**src/rtl/rx_pkg.sv**
```systemverilog
// rx_demux shared definitions.
// Default geometry and receive FSM state encoding.
package rx_pkg;

  localparam int RX_NUM_SW_INST  = 5;
  localparam int RX_W_WIDTH      = 8;
  localparam int RX_FRAME_WIDTH  = 32;
  localparam int WORDS_PER_FRAME = RX_FRAME_WIDTH / RX_W_WIDTH;
  localparam int CNT_W           = $clog2(WORDS_PER_FRAME);

  typedef enum logic {
    COLLECT  = 1'b0,
    DISPATCH = 1'b1
  } rx_state_e;

  function automatic int words_per_frame(input int fw, input int ww);
    return fw / ww;
  endfunction

endpackage

```
**src/rtl/rx_addr_match.sv**
```systemverilog
// Lowest-index priority match of an address word
// against the per-instance configured unit addresses.
module rx_addr_match
  import rx_pkg::*;
#(
  parameter int NUM_SW_INST = RX_NUM_SW_INST,
  parameter int W_WIDTH     = RX_W_WIDTH
) (
  input  logic [W_WIDTH-1:0]             i_addr,
  input  logic [W_WIDTH*NUM_SW_INST-1:0] i_addr_cfg,
  output logic [NUM_SW_INST-1:0]         o_sel,
  output logic                           o_hit
);

  // Scan high to low so the lowest matching index is written last
  always_comb begin
    o_sel = '0;
    o_hit = 1'b0;
    for (int i = NUM_SW_INST - 1; i >= 0; i--) begin
      if (i_addr_cfg[i*W_WIDTH +: W_WIDTH] == i_addr) begin
        o_sel    = '0;
        o_sel[i] = 1'b1;
      end
    end
    o_hit = |o_sel;
  end

endmodule

```
**src/rtl/rx_demux.sv**
```systemverilog
// Receive demux: assembles link words into frames and
// delivers each to the instance its address word selects.
module rx_demux
  import rx_pkg::*;
#(
  parameter int NUM_SW_INST = RX_NUM_SW_INST,
  parameter int W_WIDTH     = RX_W_WIDTH,
  parameter int FRAME_WIDTH = RX_FRAME_WIDTH
) (
  input  logic                               clk,
  input  logic                               rst,
  input  logic [W_WIDTH-1:0]                 data_in,
  input  logic                               valid_in,
  output logic                               ready_out,
  input  logic [W_WIDTH*NUM_SW_INST-1:0]     addr_cfg,
  output logic [FRAME_WIDTH*NUM_SW_INST-1:0] data_out,
  output logic [NUM_SW_INST-1:0]             valid_out,
  input  logic [NUM_SW_INST-1:0]             ready_in,
  output logic                               drop_pulse,
  output logic                               busy
);

  localparam int N  = words_per_frame(FRAME_WIDTH, W_WIDTH);
  localparam int CW = $clog2(N);

  rx_state_e              r_state, w_nx_state;
  logic [CW-1:0]          r_cnt, w_nx_cnt;
  logic [FRAME_WIDTH-1:0] r_frame, w_nx_frame;
  logic [NUM_SW_INST-1:0] r_sel, w_nx_sel;
  logic                   r_miss, w_nx_miss;
  logic [NUM_SW_INST-1:0] r_valid, w_nx_valid;
  logic                   r_drop, w_nx_drop;
  logic                   r_ready, w_nx_ready;

  logic [NUM_SW_INST-1:0] w_sel;
  logic                   w_hit;
  logic                   w_acc;
  logic                   w_last;

  rx_addr_match #(
    .NUM_SW_INST (NUM_SW_INST),
    .W_WIDTH     (W_WIDTH)
  ) u_match (
    .i_addr     (data_in),
    .i_addr_cfg (addr_cfg),
    .o_sel      (w_sel),
    .o_hit      (w_hit)
  );

  assign w_acc  = valid_in && r_ready;
  assign w_last = (r_cnt == CW'(N - 1));

  // Next-state and next-register logic for the receive FSM
  always_comb begin
    w_nx_state = r_state;
    w_nx_cnt   = r_cnt;
    w_nx_frame = r_frame;
    w_nx_sel   = r_sel;
    w_nx_miss  = r_miss;
    w_nx_valid = r_valid;
    w_nx_drop  = 1'b0;
    w_nx_ready = r_ready;
    unique case (r_state)
      COLLECT: begin
        w_nx_ready = 1'b1;
        if (w_acc) begin
          for (int k = 0; k < N; k++) begin
            if (r_cnt == CW'(k)) begin
              w_nx_frame[FRAME_WIDTH-1-k*W_WIDTH -: W_WIDTH] = data_in;
            end
          end
          if (r_cnt == '0) begin
            w_nx_sel  = w_sel;
            w_nx_miss = !w_hit;
          end
          if (w_last) begin
            w_nx_cnt = '0;
            if (r_miss) begin
              w_nx_drop = 1'b1;
            end else begin
              w_nx_state = DISPATCH;
              w_nx_ready = 1'b0;
              w_nx_valid = r_sel;
            end
          end else begin
            w_nx_cnt = r_cnt + 1'b1;
          end
        end
      end
      DISPATCH: begin
        w_nx_ready = 1'b0;
        if (|(r_valid & ready_in)) begin
          w_nx_valid = '0;
          w_nx_state = COLLECT;
          w_nx_ready = 1'b1;
        end
      end
      default: begin
        w_nx_state = COLLECT;
      end
    endcase
  end

  // State and datapath registers; reset discards any frame in flight
  always_ff @(posedge clk or posedge rst) begin
    if (rst) begin
      r_state <= COLLECT;
      r_cnt   <= '0;
      r_frame <= '0;
      r_sel   <= '0;
      r_miss  <= 1'b0;
      r_valid <= '0;
      r_drop  <= 1'b0;
      r_ready <= 1'b0;
    end else begin
      r_state <= w_nx_state;
      r_cnt   <= w_nx_cnt;
      r_frame <= w_nx_frame;
      r_sel   <= w_nx_sel;
      r_miss  <= w_nx_miss;
      r_valid <= w_nx_valid;
      r_drop  <= w_nx_drop;
      r_ready <= w_nx_ready;
    end
  end

  assign ready_out  = r_ready;
  assign data_out   = {NUM_SW_INST{r_frame}};
  assign valid_out  = r_valid;
  assign drop_pulse = r_drop;
  assign busy       = (r_state == DISPATCH);

endmodule

```
**config.mk**
```make
export PLATFORM = sky130hd
export DESIGN_NAME = rx_demux
export DESIGN_NICKNAME = d
export VERILOG_FILES = /design/src/rtl/rx_pkg.sv /design/src/rtl/rx_addr_match.sv /design/src/rtl/rx_demux.sv
export SDC_FILE = /design/constraint.sdc
export NUM_CORES = 1
export LEC_CHECK = 0
export BUFFER_PORTS_ARGS = -buffer_cell sky130_fd_sc_hd__buf_4
export CORE_UTILIZATION = 30
export CTS_BUF_LIST = sky130_fd_sc_hd__clkbuf_4
export DETAILED_ROUTE_END_ITERATION = 8
export SKIP_CTS_REPAIR_TIMING = 1
export SLEW_MARGIN = 40
export SYNTH_ARGS = -nofsm -noshare
export SYNTH_HDL_FRONTEND = slang
export SYNTH_HIERARCHICAL = 1
export SYNTH_SLANG_ARGS = --single-unit
```
**constraint.sdc**
```tcl
create_clock -name clk -period 2.8 [get_ports clk]
set_clock_uncertainty 0.05 [all_clocks]
set_input_delay 0.28 -clock clk [delete_from_list [all_inputs] [get_ports clk]]
set_output_delay 0.28 -clock clk [all_outputs]
set_load 0.005 [all_outputs]
```
==> flow_summary_export.csv, run 1 <==
group,metric,value,unit
run_status,status,"finished with violations",
run_status,violations,"design-rule violations",
drt,vias_per_cell,4.28,
sta,fin_ws,0.884,ns
cells_and_area,drive_above_1_share,66.8,%
cells_and_area,diodes,0,
sta,slew_violations,0,
sta,worst_slew_pin_slew,0.746,ns
sta,finalSetupViolCount,0,
yosys,synth_top_area_share,33.6,%
grt,grt_pass1_wl,12900,um
yosys,async_reset_ff_share,100,%
power_and_ir_drop,intPower,2760,uW
cells_and_area,layout.cells.non_filler,559,
placement,gp_congestion,0.732,
power_and_ir_drop,combPwrFrac,59.5,%
grt,global_route.overflow_total,0,
worst_setup_path,r2r_slack,0.88,ns
floorplan,initial_utilization,31.1,%
floorplan,io_pins,224,
grt,use_met1,16.2,%
yosys,synth_seq_area_share,33.6,%
drt,avgRoutedWirePerCell,15.5,um
floorplan,row_count,39,
grt,antenna_found_initial,0,
worst_setup_path,critPathLaunch,"busy",
drt,dr.pass1.iters,8,
cells_and_area,fill_cells,1133,
yosys,ys_seq_elements,48,
run,max_cap_viol_count,0,
worst_setup_path,arrival,2.12,ns
yosys,ys_warn_count,6,
floorplan,die_height,111,um
clock_network,cts_root_buffer,"clkbuf_4",
sta,fin_crit_sh,68.4,%
grt,grt_usage,13.6,%
yosys,synthFlopType,"dfrtp_1",
placement,portBuffers,223,
drt,ant_nets,0,
power_and_ir_drop,irDropWorstVdd,0.301,mV
yosys,synth.distinct_cells,35,
placement,place_ws,0.897,ns
worst_setup_path,critical_path_class,"flop to flop",
yosys,yosysTopAreaCell,"dfrtp_1",
sta,rsz0062_at_grt,"false",
drt,wirelength,8680,um
floorplan,core-area,11500,um^2
worst_setup_path,cp_max_fo,10,
clock_network,cts_tree,"yes",
yosys,synthCells,322,
clock_network,h-tree-depth,2,
sta,slew_headroom,50.3,%
yosys,syn_area_per_cell,11.1,um^2
drt,drc,40,
clock_network,clkLatencyLatePin,0.37,ns
power_and_ir_drop,switching_share,34.4,%
power_and_ir_drop,p_seq_share,32.6,%
clock_network,clkTransAtPathRegs,0.15,ns
drt,vias,2390,
yosys,synth_nets,382,
placement,place_hpwl,6770,um
sta,tns,0,ns
worst_setup_path,worstReg2RegEnd,"r_frame[4]",
grt,grt.busiest_layer,"met2",
clock_network,clockBufferDepth,2,
grt,use_met3,3.55,%
grt,grt_max_degree,49,
sta,min_period,1.92,ns
power_and_ir_drop,p_leak,0.00237,uW
sta,clock.fmax,522,MHz
grt,grtUsageMet2,24.4,%
power_and_ir_drop,p_per_area,946,nW/um^2
hold_path,hold_class,"input port to flop",
worst_setup_path,crit_required,3.01,ns
yosys,synthTopCellsByArea,"dfrtp_1 (34%), buf_4 (27%), mux2_4 (10%), xor2_1 (7.8%), mux2_2 (4.1%)",
floorplan,die-area,12400,um^2
clock_network,cts_buffers,5,
cells_and_area,area_growth,24.3,%
worst_setup_path,r2r-start,"busy",
power_and_ir_drop,total_power,4210,uW
power_and_ir_drop,p_sw,1450,uW
worst_setup_path,crit_path_end_kind,"flop",
yosys,syn_area,3580,um^2
drt,first_iter_violations,97,
worst_setup_path,crit_end,"r_frame[4]",
sta,final_hold_viol_count,0,
worst_setup_path,startpoint_type,"flop",
clock_network,cts_sinks,48,
cells_and_area,fin_nets,475,
placement,dp.cells,550,
grt,grt_pass1_vias,2248,
worst_setup_path,reg2reg_depth,3,
power_and_ir_drop,p_clk_share,7.9,%
yosys,synth_edf_count,0,
floorplan,die_w,111,um
## per-layer routing
| metal | wire length (um) | vias up |
|---|---|---|
| met5 | 0 | - |
| met4 | 66 | 0 |
| met3 | 767 | 6 |
| met2 | 4490 | 138 |
| met1 | 3350 | 1130 |
| li1 | - | 1116 |
## registers in the layout, indices dropped and copies added (netlist names)
name and flops:
r_sel 5, drop_pulse 1, r_cnt 2, valid_out 5
ready_out 1, r_frame 32, r_miss 1, busy 1
## metrics by stage
step	utilization [%]	area, um^2	hold slack (ns)
after CTS	38.5	4440	-0.0600
after detailed placement	38.0	4380	0.370
after floorplan	-	3580	0.379
final	38.6	4450	0.139
after global placement	38.0	4380	0.451
after global routing	38.6	4450	0.112
## layout by cell type (no fill, tap or decap), types with 2 or more instances in the layout
| master | netlist | final |
|---|---|---|
| buf_4 | 129 | 223 |
| dfrtp_1 | 48 | 48 |
| xor2_1 | 32 | 32 |
| mux2_4 | 24 | 24 |
| mux2_2 | 13 | 13 |
| nand2_1 | 9 | 9 |
| xnor2_1 | 8 | 8 |
| nor4_1 | 6 | 6 |
| a22o_1 | 5 | 5 |
| clkbuf_4 | 0 | 5 |
| nor2_1 | 4 | 4 |
| ha_1 | 4 | 4 |
| nand2_8 | 3 | 3 |
| o21ai_0 | 3 | 3 |
| nand2b_1 | 2 | 2 |
| inv_1 | 3 | 2 |
| clkinvlp_4 | 0 | 2 |
| nand4_1 | 2 | 2 |
| nor4_2 | 2 | 2 |
## worst min-delay path by stage
stage                 from            to  depth (start not counted)
5_1_grt        ready_in[3]     ready_out                          3
3_3_place_gp      r_sel[1]  valid_out[1]                          1
2_1_floorplan   data_in[0]    r_frame[0]                          1
3_5_place_dp           rst   r_frame[18]                          2
6_report       ready_in[3]     ready_out                          3
4_1_cts                rst   r_frame[24]                          2
## layout make-up
class	count	area, um^2	share of cell area (%)
repair buffers	224	1680	37.9
multi-input cells	133	1310	29.5
flip-flops and latches	48	1200	27.0
well taps	143	179	4.02
clock buffers	5	37.5	0.844
clock inverters	3	18.8	0.422
inverters	3	13.8	0.309
## worst max-delay path: stages (launching register included)
cell     delay, ns
dfrtp_1       0.48
and3b_1       0.73
nand2_8       0.20
mux2_4        0.34
## cells by family (layout without fill, tap and decap cells)
kind of cell	count (synthesis)	in the layout	synth area share, %
AO/OA/AOI/OAI	14	14	3.32
XOR/XNOR	40	40	9.79
adder cells (fa/ha/maj)	4	4	1.40
buffers and inverters	141	235	29.7
flip-flops	48	48	33.6
multiplexers	37	37	14.2
AND/OR/NAND/NOR	38	38	8.04
## cell usage after synthesis, drive strengths merged (2+ instances only)
master / instances
xnor2: 8
inv: 3
nand2b: 2
buf: 138
a22o: 5
nand2: 12
xor2: 32
dfrtp: 48
mux2: 37
ha: 4
nand4b: 2
nor2: 5
o21ai: 3
nor4: 8
nand4: 2
## power by group through the flow
stage / combinational (uW) / sequential [uW] / clock (uW)
after global placement: 2520 / 1360 / 0
after CTS: 2530 / 1380 / 356
after floorplan: 1920 / 1310 / 0
after detailed placement: 2530 / 1400 / 0
final: 2500 / 1370 / 332
after global routing: 2650 / 1440 / 384
No activity file was read; power rests on OpenSTA's default activity.
==> run 2, diff against run 1 <==
- clock period: 2.8 -> 1.95 ns (I/O delays scaled with it)
==> run 2 against run 1 <==
The run still ends with design-rule violations left. Total power rose by 48%. Clock power rose by 91%. Utilization rose by 0.46 points. First-iteration DRC count fell by 28%. Sequential share of layout area fell by 0.32 points. Clock-buffer cell count did not move. Largest cell class unchanged.
==> flow_summary_export.csv, run 2 (synthesis results as in run 1) <==
group,metric,value,unit
run_status,status,"finished with violations",
run_status,violations,"design-rule violations",
drt,wirelength,8890,um
worst_setup_path,cp_max_fo,10,
worst_setup_path,crit_required,2.17,ns
grt,grt_pass1_vias,2313,
floorplan,die_height,111,um
placement,gp_congestion,0.739,
cells_and_area,drive_above_1_share,67.2,%
power_and_ir_drop,switching_share,34.0,%
grt,antenna_found_initial,0,
sta,final_hold_viol_count,0,
cells_and_area,largest_reg_flops,32,
sta,fin_crit_sh,81.3,%
clock_network,clkTransAtPathRegs,0.16,ns
cells_and_area,top_register,"r_frame",
sta,finalSetupViolCount,0,
cells_and_area,utilization,39.1,%
drt,ant_nets,0,
floorplan,die-area,12400,um^2
sta,min_period,1.59,ns
grt,grt_usage,14.1,%
worst_setup_path,startpoint_type,"flop",
power_and_ir_drop,combPwrFrac,57.8,%
clock_network,cts_sinks,48,
worst_setup_path,cp_cell_sequence,"and3b_1 -> buf_4 -> nand2_8 -> mux2_4",
worst_setup_path,crit_slowest_cell,"dfrtp_1",
sta,tns,0,ns
power_and_ir_drop,p_per_area,1380,nW/um^2
clock_network,cts_root_buffer,"clkbuf_4",
power_and_ir_drop,total_power,6220,uW
grt,grt_max_degree,27,
sta,worst_slew_pin_slew,0.554,ns
power_and_ir_drop,intPower,4110,uW
sta,fin_ws,0.364,ns
floorplan,row_count,39,
cells_and_area,layout.cells.non_filler,561,
clock_network,clockBufferDepth,2,
cells_and_area,layout_common_cells,"buf_4 (224), dfrtp_1 (48), xor2_1 (32)",
clock_network,h-tree-depth,2,
placement,place_hpwl,7050,um
worst_setup_path,crit_path_end_kind,"flop",
floorplan,io_pins,224,
power_and_ir_drop,irDropWorstVdd,0.405,mV
worst_setup_path,critPathMaxStageDelay,0.49,ns
run,max_cap_viol_count,0,
placement,portBuffers,223,
drt,vias,2412,
clock_network,clkLatencyLatePin,0.37,ns
cells_and_area,diodes,0,
power_and_ir_drop,p_clk_share,10.2,%
worst_setup_path,crit_family,"flip-flops",
placement,dp.cells,552,
grt,global_route.overflow_total,0,
power_and_ir_drop,p_sw,2110,uW
drt,avgRoutedWirePerCell,15.9,um
sta,slew_violations,0,
grt,grt_pass1_wl,13500,um
floorplan,core-area,11500,um^2
sta,clock.fmax,631,MHz
drt,dr.pass1.iters,6,
hold_path,hold_class,"input port to flop",
clock_network,cts_buffers,5,
floorplan,die_w,111,um
worst_setup_path,arrival,1.80,ns
placement,place_ws,0.204,ns
cells_and_area,area_growth,25.8,%
worst_setup_path,critical_path_class,"flop to flop",
sta,rsz0062_at_grt,"false",
drt,vias_per_cell,4.30,
cells_and_area,fin_nets,477,
floorplan,initial_utilization,31.1,%
cells_and_area,final_common_cell,"buf_4",
drt,drc,42,
worst_setup_path,critical_path_buf_inv_count,1,
power_and_ir_drop,p_leak,0.00241,uW
clock_network,cts_tree,"yes",
drt,first_iter_violations,70,
power_and_ir_drop,p_seq_share,32.0,%
cells_and_area,fill_cells,1165,
sta,slew_headroom,63.0,%
-- run 2: cell type report --
class	count	area, um^2	area share [%]
Clock inverter	3	46.3	1.03
Sequential cell	48	1200	26.7
Inverter	3	11.3	0.250
Clock buffer	5	37.5	0.834
Tap cell	143	179	3.98
Timing Repair Buffer	226	1710	38.0
Multi-Input combinational cell	133	1310	29.2
-- run 2: path summary, 6_finish.rpt --
check	startpoint	end	slack, ns	depth (start not counted)
setup / recovery	busy	r_frame[4]	0.36	4
hold / removal	ready_in[3]	ready_out	0.06	3
setup reg to reg	busy	r_frame[4]	0.36	4
hold reg to reg	r_sel[1]	valid_out[1]	0.49	1
max in group asynchronous	rst	r_frame[27]	0.94	4
min in group asynchronous	rst	r_frame[2]	0.37	3
-- run 2: metal layers --
metal  global-route usage (%)  routed length, um  vias up
met3                     2.35                543        6
met2                     25.0               4520      127
met4                     2.70                 68        0
li1                         -                  -     1123
met5                        0                  0        -
met1                     18.1               3770     1156
-- run 2: power groups by stage --
stage | clock network, uW | registers (uW) | logic, uW
after floorplan | 0 | 1880 | 2760
after global placement | 0 | 1990 | 3620
after global routing | 702 | 2090 | 3820
final | 633 | 1990 | 3600
after CTS | 672 | 2010 | 3630
after detailed placement | 0 | 2030 | 3630
-- run 2: worst min-delay path, delay by kind of cell --
family | cells | cell delay, ns
buffers and inverters | 1 | 0.11
and+or+nand+nor | 1 | 0.07
AOI/OAI and AO/OA | 1 | 0.09
-- run 2: stage by stage --
stage | hold slack [ns] | area (um^2)
final | 0.0570 | 4500
after global routing | 0.0411 | 4500
after CTS | -0.200 | 4490
after detailed placement | 0.244 | 4410
after global placement | 0.226 | 4410
after floorplan | 0.294 | 3580
